File: config.mk
export PLATFORM = sky130hd
export DESIGN_NAME = sw_debounce
export DESIGN_NICKNAME = d
export VERILOG_FILES = /design/src/rtl/sw_debounce_pkg.sv /design/src/rtl/debounce_ch.sv /design/src/rtl/sw_debounce.sv
export SDC_FILE = /design/constraint.sdc
export NUM_CORES = 1
export LEC_CHECK = 0
export ABC_AREA = 1
export BUFFER_PORTS_ARGS = -buffer_cell sky130_fd_sc_hd__buf_2
export CORE_MARGIN = 1.5
export CORE_UTILIZATION = 30
export CTS_BUF_LIST = sky130_fd_sc_hd__clkbuf_4 sky130_fd_sc_hd__clkbuf_8
export DETAILED_ROUTE_END_ITERATION = 16
export PLACE_DENSITY_LB_ADDON = 0.25
export RECOVER_POWER = 100
export SYNTH_ARGS = -nofsm -noshare
export SYNTH_HDL_FRONTEND = slang
export SYNTH_SLANG_ARGS = --single-unit
File: constraint.sdc
create_clock -name clk -period 1.74 [get_ports clk]
set_input_delay 0.174 -clock clk [delete_from_list [all_inputs] [get_ports clk]]
set_output_delay 0.174 -clock clk [all_outputs]
set_load 0.02 [all_outputs]
File: src/rtl/sw_debounce_pkg.sv
// Shared constants and types for the sw_debounce switch debouncer.
// Optional edge pulses are enabled by defining SW_DEBOUNCE_EDGE_EN.
package sw_debounce_pkg;

    localparam int unsigned DEF_NUM_CH     = 2;
    localparam int unsigned DEF_STABLE_CNT = 1000000;
    localparam int unsigned SIM_STABLE_CNT = 4;

    // Per-cycle action taken by a channel's stability counter.
    typedef enum logic [1:0] {
        CntClear,
        CntInc,
        CntAccept
    } cnt_op_e;

    // Clamped so an illegal STABLE_CNT still elaborates far enough to hit the config check.
    function automatic int unsigned cnt_width(input int unsigned stable_cnt);
        return (stable_cnt < 2) ? 1 : $clog2(stable_cnt);
    endfunction

endpackage

File: src/rtl/debounce_ch.sv
// Single-bit debouncer: two-flop synchronizer, stability counter, level register and,
// when SW_DEBOUNCE_EDGE_EN is defined, registered rise/fall pulses.
module debounce_ch
    import sw_debounce_pkg::*;
#(
    parameter int unsigned STABLE_CNT = DEF_STABLE_CNT
) (
    input  logic clk,
    input  logic rst_n,
    input  logic raw_i,
    output logic db_o,
    output logic rise_o,
    output logic fall_o
);

    localparam int unsigned     CntW   = cnt_width(STABLE_CNT);
    localparam logic [CntW-1:0] CntMax = CntW'(STABLE_CNT - 1);

    logic            meta_q, meta_d;
    logic            sync_q, sync_d;
    logic            db_q, db_d;
    logic [CntW-1:0] cnt_q, cnt_d;
    cnt_op_e         cnt_op;

    always_comb begin
        meta_d = raw_i;
        sync_d = meta_q;
    end

    // >= rather than == so a corrupted count can never wrap past CntMax.
    always_comb begin
        cnt_op = CntClear;
        if (sync_q != db_q) begin
            cnt_op = (cnt_q >= CntMax) ? CntAccept : CntInc;
        end
    end

    always_comb begin
        cnt_d = '0;
        db_d  = db_q;
        unique case (cnt_op)
            CntInc:    cnt_d = cnt_q + 1'b1;
            CntAccept: db_d  = sync_q;
            default:   cnt_d = '0;
        endcase
    end

    always_ff @(posedge clk or negedge rst_n) begin
        if (!rst_n) begin
            meta_q <= 1'b0;
            sync_q <= 1'b0;
            cnt_q  <= '0;
            db_q   <= 1'b0;
        end else begin
            meta_q <= meta_d;
            sync_q <= sync_d;
            cnt_q  <= cnt_d;
            db_q   <= db_d;
        end
    end

    assign db_o = db_q;

`ifdef SW_DEBOUNCE_EDGE_EN
    logic rise_q, rise_d;
    logic fall_q, fall_d;

    // Pulses are registered alongside db_q, so they coincide with the first cycle of the new level.
    always_comb begin
        rise_d = db_d & ~db_q;
        fall_d = ~db_d & db_q;
    end

    always_ff @(posedge clk or negedge rst_n) begin
        if (!rst_n) begin
            rise_q <= 1'b0;
            fall_q <= 1'b0;
        end else begin
            rise_q <= rise_d;
            fall_q <= fall_d;
        end
    end

    assign rise_o = rise_q;
    assign fall_o = fall_q;
`else
    assign rise_o = 1'b0;
    assign fall_o = 1'b0;
`endif

endmodule

File: src/rtl/sw_debounce.sv
// Multi-channel switch debouncer top: one independent debounce_ch per switch bit.
// Define SW_DEBOUNCE_EDGE_EN to build the sw_rise/sw_fall pulse registers.
module sw_debounce
    import sw_debounce_pkg::*;
#(
    parameter int unsigned NUM_CH     = DEF_NUM_CH,
    parameter int unsigned STABLE_CNT = DEF_STABLE_CNT
) (
    input  logic              clk,
    input  logic              rst_n,
    input  logic [NUM_CH-1:0] sw_raw,
    output logic [NUM_CH-1:0] sw_db,
    output logic [NUM_CH-1:0] sw_rise,
    output logic [NUM_CH-1:0] sw_fall
);

    if (STABLE_CNT < 2) begin : g_cfg_check
        $fatal(1, "sw_debounce: STABLE_CNT must be at least 2");
    end

    for (genvar i = 0; i < NUM_CH; i++) begin : g_ch
        debounce_ch #(
            .STABLE_CNT(STABLE_CNT)
        ) u_ch (
            .clk   (clk),
            .rst_n (rst_n),
            .raw_i (sw_raw[i]),
            .db_o  (sw_db[i]),
            .rise_o(sw_rise[i]),
            .fall_o(sw_fall[i])
        );
    end

endmodule
Yosys cells after proc, flatten, opt, wreduce, memory -nomap -nowiden
Cells that the tools add are included.
{"block": "totals", "reg_bits": 46, "wordCells": 24}
{"block": "op_classes", "add_sub_neg": 2, "order_cmp": 2, "n_eq_ne": 6, "muxes": 6}
{"cell": "20-bit by 1-bit adder with 20-bit output (second input constant)", "n": 2}
{"cell": "20-bit greater-or-equal comparator (second input constant)", "n": 2}
{"cell": "20-bit 2-to-1 mux", "n": 2}
{"cell": "2-bit 2-to-1 mux", "n": 4}
{"cell": "2-bit by 1-bit equality test with 1-bit output (second input constant)", "n": 2}
{"cell": "2-bit equality test (second input constant)", "n": 2}
{"cell": "1-bit != test", "n": 2}

Depth between registers and ports, before layout
{"block": "depth", "word_depth": 5, "depth_mapped": 9, "mapped_depth_nobuf": 9}

Modules after synthesis
A second synthesis with hierarchy kept.
{"block": "hier_totals", "hier_cells": 351, "hier_area_um2": 2802.7}
{"module": "debounce_ch at g_ch[1].u_ch", "n_inst": 1, "cells_each": 175, "area_each_um2": 1405.1, "seq_area_each_um2": 575.6}
{"module": "debounce_ch at g_ch[0].u_ch", "n_inst": 1, "cells_each": 176, "area_each_um2": 1397.6, "seq_area_each_um2": 575.6}

Least setup slack after synthesis
No wires, ideal clock.
{"block": "synth_timing", "path_kind": "register to register", "from": "register g_ch[0].u_ch.cnt_q[0]", "to": "register g_ch[0].u_ch.cnt_q[10]", "setup_ns": 0.121, "arrival_ns": 1.191, "slack_ns": 0.427, "path_stages_with_launch": 8, "path_buffers": 1, "path_cell_list": "dfrtp_1 ha_1 nand2_1 nor2_2 nand3_1 nand4_1 buf_4 nor2_1"}
{"block": "synth_via", "elab_chain_cells": 5, "word_cells_on_any_way": 6}
{"item": "from (decl)", "line_no": "debounce_ch.sv:22", "source": "logic [CntW-1:0] cnt_q, cnt_d;"}
{"item": "from (signal assigned)", "line_no": "debounce_ch.sv:57", "source": "cnt_q <= cnt_d;"}
{"item": "20-bit greater-or-equal comparator", "line_no": "debounce_ch.sv:34", "source": "cnt_op = (cnt_q >= CntMax) ? CntAccept : CntInc;"}
{"item": "2-bit 2-to-1 mux", "line_no": "debounce_ch.sv:34"}
{"item": "2-bit 2-to-1 mux", "line_no": "debounce_ch.sv:33", "source": "if (sync_q != db_q) begin"}
{"item": "2-bit by 1-bit equality test with 1-bit output", "line_no": "debounce_ch.sv:41", "source": "unique case (cnt_op)"}
{"item": "20-bit 2-to-1 mux *", "line_no": "debounce_ch.sv:41"}
{"item": "net g_ch[0].u_ch.cnt_d[10]", "line_no": "debounce_ch.sv:22"}
The timed path passes the listed nets; every way through them passes the cells marked *.
A chain may end at the register's enable or synchronous reset.

Final worst setup path
Same ends and word-level chain as after synthesis.

==> reports/qor.yml <==
worst_setup_path:
  crit_required_ps: 1940
  regToRegStartpoint: "g_ch[0].u_ch.cnt_q[0]$_DFF_PN0_"
  crit_start: "g_ch[0].u_ch.cnt_q[0]$_DFF_PN0_"
  cp_max_fo: 11
  path_class: "register to register"
  endpoint_kind: "register"
  cp.arrival_ps: 1710
  worstSetupStartpointType: "register"
  cp_slowest_cell: "dfrtp_1"
  cp_cell_sequence: "ha_1 > nand2_1 > nor2_2 > nand3_1 > nand4_1 > buf_4 > nor2_1"
  worst_path_largest_cell_delay_ps: 400
  ff2ff_path_depth: 7
worst_hold_path:
  hp-start: "g_ch[0].u_ch.meta_q$_DFF_PN0_"
  min_path_cells: 0
  hold_class: "register to register"
synth:
  synth_edf_count: 0
  async_reset_ff_frac: 1.00
  synth_ff_type: "dfrtp_1"
  yosysSeqAreaShare: 0.445
  synthTopCellsByArea: "dfrtp_1 45%, nand2_1 13%, nor2_1 12%"
  syn_inst: 348
  synth_warnings: 0
  yosysTopAreaCellShare: 0.445
  yosysTopAreaCell: "dfrtp_1"
  yosysUniqueCellTypes: 20
  synth_area_um2: 2590
  postSynthAreaPerCell_um2: 7.43
  ys_top_cells_by_count: "90 x nand2_1, 86 x nor2_1, 46 x dfrtp_1"
  yosysMostFrequentCell: "nand2_1"
  ys_ff_latch: 46
global_routing:
  use_met1: 0.154
  grt.busiest_layer: "met2"
  grtUsageTotal: 0.123
  grt_max_degree: 28
  overflow: 0
  grt_pass1_vias: 1961
  grt_pass1_wl_um: 8750
  grt_use_met2: 0.209
  antenna_found_initial: 0
  met3_usage: 0.0261
clocking:
  cts_tree: "yes"
  cts.clk_slew.worst_paths_ps: 90
  cts_buffers: 5
  clockBufferDepth: 2
  post_cts_resized: 0
  htreeDepth: 2
  clk_latency_ps: 300
  cts.sinks: 46
  clockRootBuffer: "clkbuf_8"
final_layout:
  antennaDiodeCount: 0
  fillers: 897
  area_growth_pct: 9.92
  layout.nets: 366
  regArea_um2: 1150
  multiInputGateArea_um2: 1240
  final_layout_size_suffix_gt1_frac: 0.0720
placement:
  post-place-ws_ps: 221
  gp_congestion: 0.831
  hpwl_um: 3780
  io_buffers: 5
detailed_routing:
  drt_first_pass_iters: 4
  drcViolationCount: 0
  post_drt_wl_per_cell_um: 10.7
  ant_nets: 0
  drt_iter0_markers: 96
  wl_um: 5000
  routed_via_density: 4.30
  vias: 2002
sta:
  post-route-period-util: 0.871
  fin_worst_skew_ps: 4.67
  finalHoldViolations: 0
  drv_slew: 0
  setup_tns_ps: 0
  rsz0062_at_grt: "no"
  finalSetupViolCount: 0
  period_minus_slack_ps: 1510
  tightestPinTransition_ps: 1240
  fmax_mhz: 660
  finalWorstSetupSlack_ps: 225
  slew_headroom: 0.174
floorplanning:
  coreArea_um2: 8300
  start_util: 0.312
  die_area_um2: 9190
  io_pins: 10
  fp.dieW_um: 95.9
  placementRows: 33
  die_h_um: 95.9
pwr:
  power_leakage_uw: 0.00122
  power.total_uw: 1880
  power.density_nw_per_um2: 662
  vdd_drop_max_mv: 0.267
run_status:
  status: "finished, final reports clean"
run:
  drv_cap: 0
## cells in the final DEF, fill, tap and decap left out, drive strengths merged
master / synthesis / routed
clkinv: 0 / 1
o21ai: 3 / 3
xor2: 17 / 17
o21bai: 1 / 1
conb: 1 / 4
and2: 3 / 3
inv: 34 / 34
buf: 10 / 6
dfrtp: 46 / 46
xnor2: 9 / 9
ha: 2 / 2
nand3: 28 / 28
clkbuf: 0 / 10
nor3: 3 / 3
nor2: 95 / 95
nand4: 5 / 5
dlygate4sd3: 0 / 3
nand2: 91 / 91
## worst paths after layout
check,to,slack [ps]
min reg2reg,g_ch[0].u_ch.sync_q$_DFF_PN0_,360
max in group asynchronous,g_ch[1].u_ch.cnt_q[8]$_DFF_PN0_,360
min in group asynchronous,g_ch[0].u_ch.cnt_q[6]$_DFF_PN0_,640
min,g_ch[0].u_ch.sync_q$_DFF_PN0_,360
max,g_ch[0].u_ch.cnt_q[10]$_DFF_PN0_,230
max reg2reg,g_ch[0].u_ch.cnt_q[10]$_DFF_PN0_,230
## metrics by stage
step	instance area [um2]	cells	hold slack (ps)	util
after CTS	2850	466	359	0.343
final	2840	466	359	0.343
after floorplan	2600	351	-122	-
after detailed placement	2720	455	185	0.328
after global routing	2840	466	376	0.343
after global placement	2720	455	173	0.328
## where the power goes
part           internal, uW  switching [uW]
Clock                   337             363
Sequential             1080            11.6
Combinational          29.6            59.0
Total                  1450             433
## worst max-delay path: cells and delay by family, from the launching register on
| kind | cells | cell delay [ps] |
|---|---|---|
| buf+inv | 1 | 190 |
| fa+ha+maj | 1 | 220 |
| simple gates | 5 | 610 |
| flops | 1 | 400 |
## what timing repair did
action,CTS,global route
hold buffers,3,0
setup endpoints to repair,0,0
setup buffers,0,0
hold endpoints to repair,21,0
## layout make-up
| class | count | area share |
|---|---|---|
| Clock buffer | 7 | 0.0317 |
| Sequential cell | 46 | 0.405 |
| Timing Repair Buffer | 12 | 0.0330 |
| Tap cell | 105 | 0.0462 |
| Multi-Input combinational cell | 261 | 0.437 |
| Inverter | 34 | 0.0449 |
| Clock inverter | 1 | 0.00176 |
## logic make-up (layout without fill, tap and decap cells)
logic type / Yosys count / after routing / share of synthesized area
other: 1 / 4 / 0.00145
adders and majority gates: 2 / 2 / 0.00967
and+or+nand+nor: 225 / 225 / 0.369
DFF: 46 / 46 / 0.445
xor gates and xnor gates: 26 / 26 / 0.0881
AOI/OAI and AO/OA: 4 / 4 / 0.00871
buffers and inverters: 44 / 54 / 0.0784
## per-layer routing
| metal | wire, um | part of all wire |
|---|---|---|
| met5 | 0 | 0 |
| met4 | 53 | 0.011 |
| met3 | 108 | 0.022 |
| met2 | 2420 | 0.48 |
| met1 | 2410 | 0.48 |
## registers in the layout, summed over array words and instances (netlist names)
signal	cells
g_ch.u_ch.sync_q	2
g_ch.u_ch.meta_q	2
g_ch.u_ch.db_o	2
g_ch.u_ch.cnt_q	40
Note: power is estimated with default switching activity, not from simulation.
